===== config.mk =====
export PLATFORM = sky130hd
export DESIGN_NAME = loop_ctrl
export DESIGN_NICKNAME = d
export VERILOG_FILES = /design/src/rtl/loop_ctrl.sv
export SDC_FILE = /design/constraint.sdc
export NUM_CORES = 1
export LEC_CHECK = 0
export CAP_MARGIN = 20
export CORE_UTILIZATION = 49
export CTS_CLUSTER_DIAMETER = 60
export DETAILED_ROUTE_END_ITERATION = 10
export HOLD_SLACK_MARGIN = 0.05
export PLACE_DENSITY = 0.9
export SYNTH_ARGS = -nofsm -noshare
export SYNTH_HDL_FRONTEND = slang
export SYNTH_SLANG_ARGS = --single-unit

===== constraint.sdc =====
create_clock -name clk -period 3.1 [get_ports clk]
set_input_delay 0.31 -clock clk [delete_from_list [all_inputs] [get_ports clk]]
set_output_delay 0.31 -clock clk [all_outputs]
set_load 0.02 [all_outputs]

===== src/rtl/loop_ctrl.sv =====
// -----------------------------------------------------------------------------
// loop_ctrl
//   Bracket/loop sequencer for the brainfuck core. It owns the control side of
//   the return-address stack (stack2): on '[' it either pushes the loop PC or
//   enters skip-forward mode, and on ']' it either jumps back to the loop body
//   or pops the finished loop. It also tracks live stack depth and skip-mode
//   nesting, and raises a sticky error on overflow/underflow.
//
// Ports
//   clk        in   clock, all state on posedge
//   resetq     in   asynchronous active-low reset
//   flush      in   synchronous restart (RUN, depth/nest cleared, err cleared)
//   op_valid   in   decoder presents an op
//   op_ready   out  op accepted when op_valid & op_ready
//   op_code    in   00 other, 01 '[', 10 ']', 11 other
//   pc         in   PC of the presented op
//   cell_zero  in   current data cell is zero (valid with op_valid)
//   jump       out  one-cycle pulse, fetch loads jump_pc
//   jump_pc    out  branch target, valid while jump=1
//   skip       out  skip-forward mode, core must not execute
//   err        out  sticky overflow/underflow/nest-overflow flag
//   depth      out  live stack entries
//   stk_we     out  stack2 write enable
//   stk_delta  out  stack2 delta (01 push, 11 pop, 00 hold)
//   stk_wd     out  stack2 write data (always pc)
//   stk_rd     in   stack2 top of stack
// -----------------------------------------------------------------------------
module loop_ctrl #(
  parameter int DEPTH  = 16,
  parameter int AW     = 16,
  parameter int NEST_W = 8,
  localparam int DW    = $clog2(DEPTH + 1)
) (
  input  logic          clk,
  input  logic          resetq,
  input  logic          flush,
  input  logic          op_valid,
  output logic          op_ready,
  input  logic [1:0]    op_code,
  input  logic [AW-1:0] pc,
  input  logic          cell_zero,
  output logic          jump,
  output logic [AW-1:0] jump_pc,
  output logic          skip,
  output logic          err,
  output logic [DW-1:0] depth,
  output logic          stk_we,
  output logic [1:0]    stk_delta,
  output logic [AW-1:0] stk_wd,
  input  logic [AW-1:0] stk_rd
);

  typedef enum logic [1:0] {
    RUN  = 2'd0,
    SKIP = 2'd1,
    JUMP = 2'd2,
    ERR  = 2'd3
  } state_t;

  localparam logic [1:0]    OP_OPEN  = 2'b01;
  localparam logic [1:0]    OP_CLOSE = 2'b10;
  localparam logic [1:0]    DELTA_PUSH = 2'b01;
  localparam logic [1:0]    DELTA_POP  = 2'b11;
  localparam logic [DW-1:0] DEPTH_MAX  = DW'(DEPTH);
  localparam logic [DW-1:0] DEPTH_ONE  = DW'(1);
  localparam logic [NEST_W-1:0] NEST_ONE = NEST_W'(1);

  state_t              state_q, state_d;
  logic [DW-1:0]       depth_q, depth_d;
  logic [NEST_W-1:0]   nest_q, nest_d;
  logic [AW-1:0]       jump_pc_q, jump_pc_d;
  logic                accept;

  // Ops are only taken while sequencing (RUN) or skipping (SKIP); a flush in
  // the same cycle blocks acceptance so the op cannot leak a stack strobe.
  assign op_ready = ((state_q == RUN) || (state_q == SKIP)) && !flush;
  assign accept   = op_valid && op_ready;

  assign jump    = (state_q == JUMP);
  assign skip    = (state_q == SKIP);
  assign err     = (state_q == ERR);
  assign depth   = depth_q;
  assign jump_pc = jump_pc_q;
  assign stk_wd  = pc;

  // State register: the stack itself is not cleared here, depth alone tells
  // which stack2 entries are live.
  always_ff @(posedge clk or negedge resetq) begin
    if (!resetq) begin
      state_q   <= RUN;
      depth_q   <= '0;
      nest_q    <= '0;
      jump_pc_q <= '0;
    end else begin
      state_q   <= state_d;
      depth_q   <= depth_d;
      nest_q    <= nest_d;
      jump_pc_q <= jump_pc_d;
    end
  end

  // Next-state and stack strobes. Strobes are combinational from the accepted
  // op so stack2 updates on the same edge that depth_q moves.
  always_comb begin
    state_d   = state_q;
    depth_d   = depth_q;
    nest_d    = nest_q;
    jump_pc_d = jump_pc_q;
    stk_we    = 1'b0;
    stk_delta = 2'b00;

    if (flush) begin
      state_d = RUN;
      depth_d = '0;
      nest_d  = '0;
    end else begin
      unique case (state_q)
        RUN: begin
          if (accept) begin
            if (op_code == OP_OPEN) begin
              if (cell_zero) begin
                // Loop body is dead: skip forward to the matching ']'.
                state_d = SKIP;
                nest_d  = NEST_ONE;
              end else if (depth_q < DEPTH_MAX) begin
                stk_we    = 1'b1;
                stk_delta = DELTA_PUSH;
                depth_d   = depth_q + DEPTH_ONE;
              end else begin
                state_d = ERR;
              end
            end else if (op_code == OP_CLOSE) begin
              if (depth_q == '0) begin
                state_d = ERR;
              end else if (!cell_zero) begin
                // Return to the instruction after the matching '['.
                jump_pc_d = stk_rd + AW'(1);
                state_d   = JUMP;
              end else begin
                stk_delta = DELTA_POP;
                depth_d   = depth_q - DEPTH_ONE;
              end
            end
          end
        end

        SKIP: begin
          if (accept) begin
            if (op_code == OP_OPEN) begin
              if (&nest_q) begin
                state_d = ERR;
              end else begin
                nest_d = nest_q + NEST_ONE;
              end
            end else if (op_code == OP_CLOSE) begin
              nest_d = nest_q - NEST_ONE;
              if (nest_q == NEST_ONE) begin
                state_d = RUN;
              end
            end
          end
        end

        JUMP: begin
          state_d = RUN;
        end

        ERR: begin
          state_d = ERR;
        end

        default: begin
          state_d = RUN;
        end
      endcase
    end
  end

endmodule


Word-level counts from Yosys, hierarchy flattened
Index checks and enable logic that the tools add are counted.
{"block": "totals", "out_inout_bits": 44, "input_bits": 39, "reg_bits": 31, "wordCells": 97}
{"block": "op_classes", "n_bitwise": 4, "n_mux": 47, "eq_ne": 20, "n_lt_le_gt_ge": 1, "addsub": 5, "reduce_logical": 16}
{"operator": "$mux W8", "n": 8}
{"operator": "$mux W5", "n": 9}
{"operator": "$mux W2", "n": 20}
{"operator": "$reduce_and A7 Y1", "n": 3}
{"operator": "$add A16 B1 Y16 const B", "n": 1}
{"operator": "$pmux W8 S2", "n": 1}
{"operator": "$reduce_and A8 Y1", "n": 2}
{"operator": "$ne A3 B3 Y1 const B", "n": 4}
{"operator": "$ne A4 B2 Y1 const B", "n": 3}
{"operator": "$ne A3 B2 Y1 const B", "n": 3}
{"operator": "$reduce_bool A3 Y1", "n": 3}
{"operator": "$add A8 B1 Y8 const B", "n": 1}
{"operator": "$eq A8 B1 Y1 const B", "n": 1}
{"operator": "$mux W1", "n": 8}
{"operator": "$pmux W2 S4", "n": 1}
{"operator": "$sub A8 B1 Y8 const B", "n": 1}
{"operator": "$eq A2 B2 Y1 const B", "n": 3}
{"operator": "$add A5 B1 Y5 const B", "n": 1}
{"operator": "$logic_not A5 Y1", "n": 1}
{"operator": "$lt A5 B5 Y1 const B", "n": 1}
{"operator": "$ne A5 B3 Y1 const B", "n": 1}
{"operator": "$ne A5 B5 Y1 const B", "n": 1}
{"operator": "$sub A5 B1 Y5 const B", "n": 1}
{"operator": "$eq A2 B1 Y1 const B", "n": 2}
{"operator": "8 further kinds", "n": 13}

Logic depth before layout (Yosys ltp)
{"block": "depth", "ltp_word": 8, "depth_mapped": 9, "mapped_depth_nobuf": 8}

Least setup slack after synthesis
Ideal clock, no wire load.
{"block": "synth_path", "path_type": "register -> register", "start": "register depth_q[1] (netlist: depth[1])", "end": "register depth_q[1] (netlist: depth[1])", "t_arrival_ps": 1829, "path_buffers": 0, "synth_period_minus_slack_ps": 1950, "stages_incl_launch_ff": 7, "setup_ps": 122, "t_required_ps": 2978, "setup_slack_ps": 1150, "cell_sequence": "dfrtp_1 > or4_4 > o2111ai_2 > inv_2 > nor2_4 > inv_2 > a32o_1"}
{"block": "synth_between", "elab_chain_len": 8, "word_cells_on_any_way": 16, "cone_classes": "add/sub (2); order compare (1); eq/ne (2); mux (9); reduce/logical (2)"}
{"item": "from (decl)", "line": "69", "text": "logic [DW-1:0] depth_q, depth_d;"}
{"item": "from (signal assigned)", "line": "96", "text": "depth_q <= depth_d;"}
{"item": "$sub A5 B1 Y5", "line": "141", "text": "depth_d = depth_q - DEPTH_ONE;"}
{"item": "$mux W5", "line": "135", "text": "end else if (!cell_zero) begin"}
{"item": "$mux W5", "line": "133", "text": "if (depth_q == '0) begin"}
{"item": "$mux W5", "line": "132", "text": "end else if (op_code == OP_CLOSE) begin"}
{"item": "$mux W5", "line": "120", "text": "if (op_code == OP_OPEN) begin"}
{"item": "$mux W5", "line": "119", "text": "if (accept) begin"}
{"item": "$mux W5", "line": "117", "text": "unique case (state_q)"}
{"item": "$mux W5", "line": "112", "text": "if (flush) begin"}
Parallel ways exist; a longest one is shown, timed or not. The select of a mux whose other input is x is not followed.
A chain may end at the register's enable or synchronous reset.

Worst setup path after layout
{"block": "layout_path", "start": "register depth_q[1] (netlist: depth[1])", "end": "output port stk_delta[0]"}
{"block": "layout_between", "elab_chain_len": 7, "word_cells_on_any_way": 10, "cone_classes": "order compare (1); mux (8); reduce/logical (1)"}
{"item": "$lt A5 B5 Y1 or $logic_not A5 Y1 (tied branches)", "line": "125, 133"}
{"item": "$mux W1 or $mux W2 (tied branches)", "line": "125, 133"}
{"item": "$mux W1 or $mux W2 (tied branches)", "line": "121, 132"}
{"item": "$mux W2 *", "line": "120"}
{"item": "$mux W2 *", "line": "119"}
{"item": "$mux W2 *", "line": "117"}
{"item": "$mux W2 *", "line": "112"}
{"item": "to (decl)", "line": "48", "text": "output logic [1:0] stk_delta,"}
Every way passes the cells marked *; elsewhere a longest branch is shown, timed or not.

==> flow_summary.json <==
{
  "core.rowCount": 24,
  "period_share_pct": 87.3,
  "place_hpwl_mm": 3.67,
  "synthTopCellsByArea": "dfrtp_1 34%, buf_4 6.0%, ha_1 5.0%",
  "timing.slew.headroom_pct": 47.9,
  "die_area_mm2": 0.00490,
  "synthCells": 248,
  "yosysMostFrequentCell": "dfrtp_1",
  "cts_max_level": 2,
  "first_global_vias": 1914,
  "start_util_pct": 51.7,
  "clkTransAtPathRegs_ns": 0.07,
  "rsz0062_at_grt": "false",
  "drive_above_1_share_pct": 9.47,
  "via_per_inst": 5.68,
  "worstMarginPinSlew_ns": 0.782,
  "power_density_mw_per_mm2": 542,
  "fill_cells": 358,
  "clk-insertion-delay-late_ns": 0.28,
  "cp.required_ns": 2.79,
  "ant_nets": 0,
  "reg2reg_from": "depth[1]",
  "worstHoldPathType": "in2async",
  "final_max_slew_viol_count": 0,
  "period_needed_ns": 2.71,
  "wire_per_inst_um": 14.4,
  "grt_pass1_wl_mm": 8.29,
  "die_height_um": 70.0,
  "synth_area_leader_cell": "dfrtp_1",
  "clock-skew-final_ns": 0.00817,
  "die_w_um": 70.0,
  "cp_max_fo": 5,
  "start_kind": "register",
  "top_level_ports": 83,
  "setup_viol": 0,
  "critPathLaunch": "depth[1]",
  "cap_violations": 0,
  "core_area_mm2": 0.00438,
  "drc": 0,
  "place.gp.congestion": 0.891,
  "cts_made_buffers": 5,
  "crit_arrival_ns": 2.40,
  "dr.pass1.iters": 4,
  "synth-seq-area-share_pct": 34.3,
  "synth_edf_count": 0,
  "yosys_warnings": 0,
  "nets": 333,
  "cts_root_buf": "clkbuf_8",
  "syn-cell-area_mm2": 0.00226,
  "drt_first_iter_violations": 170,
  "cts_sinks": 31,
  "multi_input_area_mm2": 0.00126,
  "seq_area_um2": 776,
  "synth_top_area_share_pct": 34.3,
  "utilization_pct": 64.0,
  "ir_drop_mv": 0.421,
  "syn_area_per_cell_um2": 9.13,
  "setup_tns_ns": 0,
  "ctsResizeCount": 0,
  "cp-end-kind": "output port",
  "ys.flop_type": "dfrtp_1",
  "synth_cell_types": 52,
  "vias": 1915,
  "ctsLongestPathBuffers": 2,
  "post_cts_buffers": 0,
  "grt_max_degree": 32,
  "drt-total-wl_mm": 4.84,
  "synthArstFlopShare_pct": 100,
  "antenna_found_initial": 0,
  "antenna_cells": 0,
  "grt.overflow.total": 0,
  "cts_tree": "built",
  "fmax_mhz": 369,
  "leakage_nw": 1.18,
  "cts_hold_buf": 0,
  "port_buffers": 50,
  "synth_common_cells": "31 x dfrtp_1, 28 x nand2_1, 21 x o21ai_0",
  "hold_violations": 0,
  "critPathKind": "reg2out",
  "grt_usage_pct": 21.2,
  "syn_nets": 297,
  "syn_to_final_growth_pct": 24.0,
  "synth-seq-cells": 31,
  "outcome": "complete, no violations"
}
stage by stage:
| stage | power (mW) | cells | hold slack, ns | worst slack [ns] | area [µm²] |
|---|---|---|---|---|---|
| after floorplan | 0.944 | 248 | 0.0144 | 1.15 | 2260 |
| after CTS | 1.53 | 337 | 0.425 | 0.394 | 2810 |
| after global routing | 1.61 | 337 | 0.458 | 0.275 | 2810 |
| final | 1.52 | 337 | 0.416 | 0.393 | 2810 |
| after global placement | 1.09 | 329 | 0.462 | 0.488 | 2690 |
| after detailed placement | 1.12 | 329 | 0.469 | 0.457 | 2690 |
path summary, 6_finish.rpt:
check,depth (start not counted),slack [ns],end
max,6,0.39,stk_delta[0]
min,2,0.42,jump_pc[0]
max reg2reg,4,0.87,jump_pc[2]
min reg2reg,2,0.48,jump_pc[14]
max in group asynchronous,2,2.40,jump_pc[5]
min in group clk,2,0.48,jump_pc[14]
cell type report:
cell class / instances / share of cell area, %
Multi-Input combinational cell: 178 / 45.0
Sequential cell: 31 / 27.6
Timing Repair Buffer: 55 / 19.2
Clock buffer: 6 / 2.94
Tap cell: 52 / 2.32
Inverter: 13 / 1.74
Clock inverter: 2 / 1.25
placed cells by master (no fill, tap or decap), types with 7 or more instances in the layout:
| cell type | n |
|---|---|
| xor2_1 | 10 |
| mux2i_1 | 9 |
| ha_1 | 9 |
| nor3_1 | 7 |
| nand2b_1 | 7 |
| nor2_1 | 8 |
| inv_1 | 11 |
| o21ai_0 | 21 |
| nand3_1 | 10 |
| clkdlybuf4s50_1 | 50 |
| dfrtp_1 | 31 |
| a21oi_1 | 7 |
| nand2_1 | 28 |
| nand4_1 | 7 |
where the power goes:
group          switching, mW  total [mW]  internal (mW)
registers              0.105       0.578          0.473
clock network          0.152       0.412          0.260
logic                  0.262       0.533          0.271
total                  0.519        1.52           1.00
worst max-delay path: stages, from the launching register on:
cell	delay, ns
dfrtp_1	0.45
or4_4	0.60
o2111ai_2	0.25
inv_2	0.11
nor2_4	0.14
inv_2	0.04
clkdlybuf4s50_1	0.52
routing by layer:
metal / up-vias / wire length, µm / GRT usage (%)
met5: - / 0 / 0
met4: 0 / 96 / 11.3
met3: 10 / 350 / 5.48
met2: 84 / 2300 / 33.5
met1: 879 / 2090 / 26.6
li1: 942 / - / -
sequential cells by signal, indices dropped and copies added, names as in the netlist:
register,cells
depth,5
state_q,2
nest_q,8
jump_pc,16
cells by family (layout without fill, tap and decap cells):
group / count (synthesis) / count (layout) / synth area share (%)
AO/OA/AOI/OAI: 49 / 49 / 14.7
buffers and inverters: 39 / 76 / 10.0
multiplexers: 12 / 12 / 5.47
flip-flops: 31 / 31 / 34.3
adder cells (fa/ha/maj): 10 / 10 / 5.86
AND/OR/NAND/NOR: 91 / 91 / 23.5
XOR/XNOR: 16 / 16 / 6.19
No activity file was read; power rests on OpenSTA's default activity.
